### config.mk
export PLATFORM = sky130hd
export DESIGN_NAME = frequency_report_reader
export DESIGN_NICKNAME = d
export VERILOG_FILES = /design/src/rtl/frequency_analyzer_defs.sv /design/src/rtl/axi_lite_read_channel.sv /design/src/rtl/frequency_report_reader.sv
export SDC_FILE = /design/constraint.sdc
export NUM_CORES = 1
export LEC_CHECK = 0
export ABC_CLOCK_PERIOD_IN_PS = 3300
export BUFFER_PORTS_ARGS = -buffer_cell sky130_fd_sc_hd__buf_2
export CORE_MARGIN = 2
export CORE_UTILIZATION = 50
export CTS_CLUSTER_DIAMETER = 150
export DETAILED_ROUTE_END_ITERATION = 10
export PLACE_DENSITY = 0.75
export RECOVER_POWER = 50
export SYNTH_ARGS = -nofsm -noshare
export SYNTH_HDL_FRONTEND = slang
export SYNTH_HIERARCHICAL = 1
export SYNTH_SLANG_ARGS = --single-unit
### constraint.sdc
create_clock -name m00_axi_aclk -period 3.3 [get_ports m00_axi_aclk]
set_input_delay 0.33 -clock m00_axi_aclk [delete_from_list [all_inputs] [get_ports m00_axi_aclk]]
set_output_delay 0.33 -clock m00_axi_aclk [all_outputs]
set_load 0.05 [all_outputs]
### src/rtl/frequency_analyzer_defs.sv
// Shared register map and AXI response encodings for the frequency analyzer
// manager and the blocks that read its result bank.
package frequency_analyzer_defs;
  localparam int FREQ_FIRST_REG = 1;
  localparam int FREQ_REG_COUNT = 9;
  localparam int CFG_FIRST_REG  = 10;
  localparam int CFG_LAST_REG   = 17;
  localparam int REG_STRIDE     = 4;

  localparam logic [1:0] RESP_OKAY   = 2'b00;
  localparam logic [1:0] RESP_SLVERR = 2'b10;

  typedef enum logic [2:0] {
    ST_IDLE, ST_ADDR, ST_DATA, ST_PUSH, ST_CLEAR, ST_WAIT_LOW
  } frame_state_e;

  typedef enum logic [1:0] {CH_IDLE, CH_AR, CH_R} chan_phase_e;
endpackage

### src/rtl/axi_lite_read_channel.sv
// Single AXI4-Lite read: AR then R, with a cycle budget covering both phases.
// done/data/err are presented combinationally in the cycle the read resolves.
module axi_lite_read_channel
  import frequency_analyzer_defs::*;
#(
  parameter int ADDR_W  = 10,
  parameter int DATA_W  = 32,
  parameter int TIMEOUT = 256
) (
  input  logic              clk,
  input  logic              rst_n,
  input  logic              start,
  input  logic [ADDR_W-1:0] addr,
  output logic              done,
  output logic [DATA_W-1:0] data,
  output logic              err,
  output logic              arvalid,
  output logic [ADDR_W-1:0] araddr,
  input  logic              arready,
  input  logic [DATA_W-1:0] rdata,
  input  logic [1:0]        rresp,
  input  logic              rvalid,
  output logic              rready
);
  localparam int TW = $clog2(TIMEOUT) + 1;

  chan_phase_e       phase_q, phase_d;
  logic              arvalid_q, arvalid_d, rready_q, rready_d;
  logic [ADDR_W-1:0] araddr_q, araddr_d;
  logic [TW-1:0]     tmo_q, tmo_d;
  logic              tmo_hit;

  assign arvalid = arvalid_q;
  assign araddr  = araddr_q;
  assign rready  = rready_q;
  // >= rather than == so an AR accepted on the last budget cycle still expires in R
  assign tmo_hit = (phase_q != CH_IDLE) && (tmo_q >= TW'(TIMEOUT - 1));

  always_comb begin
    phase_d   = phase_q;
    arvalid_d = arvalid_q;
    araddr_d  = araddr_q;
    rready_d  = rready_q;
    tmo_d     = tmo_q;
    done      = 1'b0;
    data      = '0;
    err       = 1'b0;
    case (phase_q)
      CH_IDLE: if (start) begin
        phase_d   = CH_AR;
        arvalid_d = 1'b1;
        araddr_d  = addr;
        tmo_d     = '0;
      end
      CH_AR: begin
        if (arvalid_q && arready) begin
          phase_d   = CH_R;
          arvalid_d = 1'b0;
          rready_d  = 1'b1;
          tmo_d     = tmo_q + TW'(1);
        end else if (tmo_hit) begin
          phase_d   = CH_IDLE;
          arvalid_d = 1'b0;
          done      = 1'b1;
          err       = 1'b1;
        end else begin
          tmo_d = tmo_q + TW'(1);
        end
      end
      CH_R: begin
        if (rready_q && rvalid) begin
          phase_d  = CH_IDLE;
          rready_d = 1'b0;
          done     = 1'b1;
          data     = rdata;
          err      = (rresp != RESP_OKAY);
        end else if (tmo_hit) begin
          phase_d  = CH_IDLE;
          rready_d = 1'b0;
          done     = 1'b1;
          err      = 1'b1;
        end else begin
          tmo_d = tmo_q + TW'(1);
        end
      end
      default: phase_d = CH_IDLE;
    endcase
  end

  always_ff @(posedge clk or negedge rst_n) begin
    if (!rst_n) begin
      phase_q   <= CH_IDLE;
      arvalid_q <= 1'b0;
      araddr_q  <= '0;
      rready_q  <= 1'b0;
      tmo_q     <= '0;
    end else begin
      phase_q   <= phase_d;
      arvalid_q <= arvalid_d;
      araddr_q  <= araddr_d;
      rready_q  <= rready_d;
      tmo_q     <= tmo_d;
    end
  end
endmodule

### src/rtl/frequency_report_reader.sv
// On each irq rising edge, reads the manager's frequency registers over AXI4-Lite,
// streams them out, then pulses analyzer_clear to re-arm the analyzers.
module frequency_report_reader
  import frequency_analyzer_defs::*;
#(
  parameter int C_M00_AXI_ADDR_WIDTH = 10,
  parameter int C_M00_AXI_DATA_WIDTH = 32,
  parameter int BASE_ADDRESS         = 0,
  parameter int FIRST_REGISTER       = 1,
  parameter int REGISTERS_NUMBER     = 9,
  parameter int READ_TIMEOUT_CYCLES  = 256
) (
  input  logic                            m00_axi_aclk,
  input  logic                            m00_axi_aresetn,
  input  logic                            irq,
  output logic [C_M00_AXI_ADDR_WIDTH-1:0] m00_axi_araddr,
  output logic [2:0]                      m00_axi_arprot,
  output logic                            m00_axi_arvalid,
  input  logic                            m00_axi_arready,
  input  logic [C_M00_AXI_DATA_WIDTH-1:0] m00_axi_rdata,
  input  logic [1:0]                      m00_axi_rresp,
  input  logic                            m00_axi_rvalid,
  output logic                            m00_axi_rready,
  output logic [C_M00_AXI_DATA_WIDTH-1:0] result_data,
  output logic [3:0]                      result_index,
  output logic                            result_error,
  output logic                            result_last,
  output logic                            result_valid,
  input  logic                            result_ready,
  output logic                            analyzer_clear,
  output logic                            busy,
  output logic [15:0]                     frame_count,
  output logic [7:0]                      overrun_count
);
  localparam int AW = C_M00_AXI_ADDR_WIDTH;
  localparam int DW = C_M00_AXI_DATA_WIDTH;
  localparam logic [3:0] FIRST_IDX = 4'(FIRST_REGISTER);
  localparam logic [3:0] LAST_IDX  = 4'(FIRST_REGISTER + REGISTERS_NUMBER - 1);

  frame_state_e  state_q, state_d;
  logic          irq_q, start_evt;
  logic [3:0]    idx_q, idx_d;
  logic          busy_q, busy_d, valid_q, valid_d, clear_q, clear_d;
  logic          err_q, err_d, last_q, last_d;
  logic [DW-1:0] data_q, data_d;
  logic [3:0]    rindex_q, rindex_d;
  logic [15:0]   frame_q, frame_d;
  logic [7:0]    ovr_q, ovr_d;
  logic          ch_start, ch_done, ch_err;
  logic [AW-1:0] ch_addr;
  logic [DW-1:0] ch_data;

  assign start_evt      = irq & ~irq_q;
  assign m00_axi_arprot = 3'b000;
  assign result_data    = data_q;
  assign result_index   = rindex_q;
  assign result_error   = err_q;
  assign result_last    = last_q;
  assign result_valid   = valid_q;
  assign analyzer_clear = clear_q;
  assign busy           = busy_q;
  assign frame_count    = frame_q;
  assign overrun_count  = ovr_q;

  axi_lite_read_channel #(.ADDR_W(AW), .DATA_W(DW), .TIMEOUT(READ_TIMEOUT_CYCLES)) u_rd (
    .clk(m00_axi_aclk), .rst_n(m00_axi_aresetn),
    .start(ch_start), .addr(ch_addr),
    .done(ch_done), .data(ch_data), .err(ch_err),
    .arvalid(m00_axi_arvalid), .araddr(m00_axi_araddr), .arready(m00_axi_arready),
    .rdata(m00_axi_rdata), .rresp(m00_axi_rresp), .rvalid(m00_axi_rvalid),
    .rready(m00_axi_rready)
  );

  always_comb begin
    state_d  = state_q;
    idx_d    = idx_q;
    busy_d   = busy_q;
    valid_d  = valid_q;
    clear_d  = 1'b0;
    data_d   = data_q;
    rindex_d = rindex_q;
    err_d    = err_q;
    last_d   = last_q;
    frame_d  = frame_q;
    ovr_d    = ovr_q;
    ch_start = 1'b0;
    if (start_evt && state_q != ST_IDLE && ovr_q != 8'hFF) ovr_d = ovr_q + 8'd1;
    case (state_q)
      ST_IDLE: if (start_evt) begin
        idx_d    = FIRST_IDX;
        busy_d   = 1'b1;
        ch_start = 1'b1;
        state_d  = ST_ADDR;
      end
      ST_ADDR: begin
        if (ch_done) state_d = ST_PUSH;
        else if (m00_axi_arvalid && m00_axi_arready) state_d = ST_DATA;
      end
      ST_DATA: if (ch_done) state_d = ST_PUSH;
      ST_PUSH: if (result_ready) begin
        valid_d = 1'b0;
        if (last_q) begin
          clear_d = 1'b1;
          frame_d = frame_q + 16'd1;
          state_d = ST_CLEAR;
        end else begin
          idx_d    = idx_q + 4'd1;
          ch_start = 1'b1;
          state_d  = ST_ADDR;
        end
      end
      ST_CLEAR: state_d = ST_WAIT_LOW;
      ST_WAIT_LOW: if (!irq) begin
        busy_d  = 1'b0;
        state_d = ST_IDLE;
      end
      default: state_d = ST_IDLE;
    endcase
    // ch_done only fires while the channel is active, i.e. in ADDR or DATA
    if (ch_done) begin
      data_d   = ch_data;
      err_d    = ch_err;
      rindex_d = idx_q;
      last_d   = (idx_q == LAST_IDX);
      valid_d  = 1'b1;
    end
    ch_addr = AW'(BASE_ADDRESS + int'(idx_d) * REG_STRIDE);
  end

  always_ff @(posedge m00_axi_aclk or negedge m00_axi_aresetn) begin
    if (!m00_axi_aresetn) begin
      state_q  <= ST_IDLE;
      irq_q    <= 1'b0;
      idx_q    <= '0;
      busy_q   <= 1'b0;
      valid_q  <= 1'b0;
      clear_q  <= 1'b0;
      data_q   <= '0;
      rindex_q <= '0;
      err_q    <= 1'b0;
      last_q   <= 1'b0;
      frame_q  <= '0;
      ovr_q    <= '0;
    end else begin
      state_q  <= state_d;
      irq_q    <= irq;
      idx_q    <= idx_d;
      busy_q   <= busy_d;
      valid_q  <= valid_d;
      clear_q  <= clear_d;
      data_q   <= data_d;
      rindex_q <= rindex_d;
      err_q    <= err_d;
      last_q   <= last_d;
      frame_q  <= frame_d;
      ovr_q    <= ovr_d;
    end
  end
endmodule

# Word-level counts from Yosys, hierarchy flattened

Cells that the tools add are included.

Add/subtract/negate cells: 4
Magnitude comparators: 1
Equality and inequality tests: 19
Muxes and demuxes: 50
Bitwise logic cells: 2
Reductions and logical operators: 24

Operators by type and width:

| cell                  | number |
|---|---|
| $mux 32               | 2 |
| $mux 9                | 4 |
| $pmux 9 s3            | 1 |
| $mux 3                | 7 |
| $mux 1                | 20 |
| $pmux 3 s6            | 1 |
| $add 16x1->16 const B | 1 |
| $reduce_and 3->1      | 5 |
| $ne 2x2->1 const B    | 7 |
| $reduce_bool 2->1     | 7 |
| $mux 4                | 3 |
| $pmux 1 s2            | 6 |
| $add 9x1->9 const B   | 1 |
| $ge 9x8->1 const B    | 1 |
| $add 8x1->8 const B   | 1 |
| $mux 2                | 4 |
| $ne 8x8->1 const B    | 1 |
| $pmux 4 s2            | 1 |
| $eq 3x2->1 const B    | 2 |
| $eq 3x3->1 const B    | 2 |
| $pmux 2 s3            | 1 |
| $reduce_bool 3->1     | 2 |
| $logic_and 1x1->1     | 5 |
| $reduce_and 5->1      | 1 |
| other kinds (13)      | 14 |

Flip-flop bits (word level): 90
Input bits: 40
Output and inout port bits: 80
Logic and storage cells: 117

# Longest topological paths before layout

Depth in word-level cells: 7
Depth in mapped cells: 14
Gate-level depth less buffers: 13

# Cells and area by module

Netlist, hierarchy kept.

By module, submodules not included:

| module                  | instances | cells an instance | area each (um^2) | seq. area each (um^2) |
|---|---|---|---|---|
| frequency_report_reader | 1         | 247               | 3161.8           | 1826.8 |
| axi_lite_read_channel   | 1         | 165               | 1556.5           | 575.6 |

# Least setup slack after synthesis

OpenSTA, ideal clock, no wires.

Path type: register to register
Start point: register state_q[0]
End point: register u_rd.tmo_q[2]
Library setup time: 126 ps
Arrival time: 2577 ps
Required time: 3174 ps
Slack: 598 ps
Cell stages (with the launch flop): 10
Buffers on the path: 2
Period minus slack after synthesis: 2702 ps
Path through: dfrtp_1 > buf_6 > or4b_1 > a21o_1 > a31oi_4 > nor2b_1 > or3_1 > buf_6 > a31o_4 > a221o_1

Longest elaborated chain between the ends: 4
Elaborated cells between the ends (all ways): 5
Those cells by class: eq/ne (2); mux (1); reduce/logical (2)

Ends and longest elaborated chain:

| item                                                 | RTL line                       | source |
|---|---|---|
| from (decl)                                          | frequency_report_reader.sv:40  | `frame_state_e state_q, state_d;` |
| from (signal assigned)                               | frequency_report_reader.sv:145 | `state_q <= state_d;` |
| $eq 3x2->1 / $logic_not 3->1 (equally long branches) | frequency_report_reader.sv:88  | `case (state_q)` |
| $pmux 1 s2 (*)                                       | frequency_report_reader.sv:88  |  |
| net ch_start                                         | frequency_report_reader.sv:49  | `logic ch_start, ch_done, ch_err;` |
| $ne 2x2->1 (no line) (*)                             | n/a                            |  |
| $reduce_and 3->1 (no line) (*)                       | n/a                            |  |
| to (signal assigned)                                 | axi_lite_read_channel.sv:102   | `tmo_q <= tmo_d;` |
| to (decl)                                            | axi_lite_read_channel.sv:30    | `logic [TW-1:0] tmo_q, tmo_d;` |

The timed path passes the listed nets; every way through them passes the cells marked *.
A chain may end at the register's enable or synchronous reset.

# Final worst setup path

Same ends and word-level chain as after synthesis.

==> results.cfg <==
[status]
status = finished with violations
violations = max-capacitance violations, max-slew violations

[setup_path]
critPathLaunchType = flop
worstPathMaxFanout = 12
critical_path_arrival_ns = 3.14
end_kind = flop
cp_data_required_time_ns = 3.55
path_class = flop to flop

[floorplan]
die_h_um = 101
ios = 120
start_util_pct = 51.3
design.core.area_um2 = 9200
die_width_um = 101
row_count = 35
dieArea_um2 = 10200

[timing]
setup_tns_ns = 0
rsz0062_at_grt = no
setup_violations = 0
fin_crit_ns = 2.89
finalCritPeriodShare_pct = 87.6
finalWorstSetupSlack_ns = 0.409
max_clock_freq_mhz = 346
finalHoldViolCount = 0
max_slew_margin_pct = -16.5
worstMarginPinSlew_ns = 1.75
final_max_slew_viol_count = 73
skew_ns = 0.0142
hold_slack_ns = 0.185

[power]
clockPowerShare_pct = 22.6
seq_power_share_pct = 41.2
power.density_nw_per_um2 = 654
swShare_pct = 42.3
internal_power_mw = 2.10
p_switching_mw = 1.54
leakage_nw = 2.71
p_total_mw = 3.64
vdd_ir_drop_max_v = 0.000298
power.combinational.fraction_pct = 36.2

[finish]
register_area_um2 = 2400
drive_gt1_share_pct = 29.3
fill_cells = 787
antenna-diode-count = 0
finalNetCount = 584
area_growth_pct = 18.0
final_core_util_pct = 60.6
multi_input_area_um2 = 2190

[placement]
dp_slack_ns = 0.449
port-buffer-count = 116
place_hpwl_mm = 7.15
gp_congestion = 0.892

[worst_hold_path]
hp-class = input port to flop

[cts]
insertion_delay_ns = 0.37
post_cts_buffers = 0
cts.sinks = 96
numCtsBuffers = 9
clockBufferDepth = 2
cts-htree-levels = 3
cts_resized = 0
root_buffer = clkbuf_8
clkTransAtPathRegs_ns = 0.10
hold_buffers = 0
cts_tree = done

[logic_synthesis]
ys_warn_count = 6
synth.cell_area_um2 = 4720
ys.flop_type = dfrtp_1
async_flop_share_pct = 100
syn_avg_cell_area_um2 = 11.5
ys_types = 58
yosysSeqAreaShare_pct = 50.9
synth_cells = 412
synth_edf_count = 0
ys_ff_latch = 96

[global_route]
grt_pass1_vias = 3545
grt_pass1_wl_mm = 16.2
antenna_found_initial = 0
track_usage_pct = 19.6
globalRouteOverflowTotal = 0
grt_start_max_net_pins = 73

[job]
drv_cap = 1

[routing]
drt_iter0_drc = 136
wl_per_cell_um = 15.3
drtPass1Iterations = 4
drt_wl_total_mm = 9.94
route.detailed.drc = 0
dr_total_vias = 3552
postRouteAntennaNets = 0
routed_via_density = 5.46
==> worst max-delay path: stages, from the launching register on <==
cell and delay, ns:
dfrtp_1 0.53, or4b_1 0.57, a21o_1 0.24, a31oi_4 0.19, nor2b_1 0.16, or3_1 0.48
a31o_4 0.27, a221o_1 0.33
==> final timing paths <==
check,end,slack [ns],from,cells past startpoint
min,irq_q,0.18,irq,1
max reg2reg,u_rd/tmo_q[2],0.41,state_q[0],7
max,u_rd/tmo_q[2],0.41,state_q[0],7
min reg2reg,frame_count[15],0.47,frame_count[15],1
min in group asynchronous,overrun_count[5],0.40,m00_axi_aresetn,1
max in group asynchronous,frame_count[6],1.48,m00_axi_aresetn,2
==> per-layer routing <==
metal  vias to the layer above  routed length, µm  track usage [%]
met3                         7                624             4.90
met5                         -                  0                0
li1                       1699                  -                -
met4                         0                 53             4.78
met2                       115               4940             32.9
met1                      1731               4320             25.8
==> flip-flops by register name, summed over array words and instances, names as in the netlist, 2 cells and up <==
register / flops
state_q: 3
frame_count: 16
idx_q: 4
result_data: 32
u_rd/phase_q: 2
overrun_count: 8
u_rd/tmo_q: 9
result_index: 4
u_rd/araddr: 10
==> cells by family after synthesis <==
group,Yosys count,synth area share [%]
simple gates,128,15.9
flops,96,50.9
compound gates,72,11.0
mux,52,12.4
buf+inv,33,3.37
xor+xnor,20,3.71
fa+ha+maj,10,2.65
other cells,1,0.0795
==> through the flow <==
stage | instance area [µm²] | instances
2_1_floorplan | 4750 | 420
3_3_place_gp | 5410 | 634
3_5_place_dp | 5410 | 634
4_1_cts | 5630 | 650
5_1_grt | 5570 | 650
6_report | 5570 | 650
==> synth_stat cells, types with 2 or more instances <==
cell type	number	area [µm²]
a211oi_1	4	30.0
a21oi_1	16	80.1
ha_1	10	125
inv_1	15	56.3
nand2b_1	6	37.5
nand4_1	7	43.8
nor4_4	2	42.5
buf_1	3	11.3
and3_1	9	56.3
dfrtp_1	96	2400
and2_1	32	200
a31oi_1	2	12.5
clkbuf_1	8	30.0
buf_6	3	33.8
a41oi_1	2	17.5
mux2_2	52	586
nand3_1	14	70.1
o31a_1	2	17.5
xor2_1	7	61.3
o21a_1	3	22.5
a21boi_0	3	22.5
xnor2_1	13	114
and4_1	3	26.3
nor3_1	8	40.0
nor2b_1	6	37.5
buf_4	3	22.5
o41ai_1	2	17.5
o21ai_0	16	80.1
nor2_1	17	63.8
a21o_1	2	15.0
nand2_1	18	67.6
o32ai_1	2	17.5
==> power by group through the flow <==
stage	sequential, mW	combinational [mW]	clock (mW)
floorplan	1.93	0.614	0
global placement	1.51	1.32	0
detailed placement	1.52	1.34	0
CTS	1.50	1.35	0.838
global route	1.53	1.42	0.895
finish	1.50	1.32	0.823
==> final cells by class <==
type	count	share of cell area, %
sequential	96	43.1
timing repair buffer	121	10.1
clock buffer	10	2.47
multi-input combinational	291	39.4
tap	111	2.49
inverter	15	1.01
clock inverter	6	1.42
==> cells in the final DEF (no fill, tap or decap), drive strengths merged, types with 2 or more instances in the layout <==
cell,instances
and3,10
and4,3
o31ai,2
o21ai,16
clkinvlp,2
nor4,2
a211oi,4
nor2b,6
and2,32
clkbuf,51
a21o,2
nand2,18
nand3,14
nor2,17
o41ai,2
o21a,3
a21oi,16
o31a,2
nand2b,6
a41oi,2
clkinv,2
mux2,52
xor2,7
a31o,2
dfrtp,96
buf,80
conb,9
ha,10
xnor2,13
o32ai,2
a21boi,3
a31oi,3
inv,16
nor3,8
nand4,7
Power figures use the tool's default switching activity.
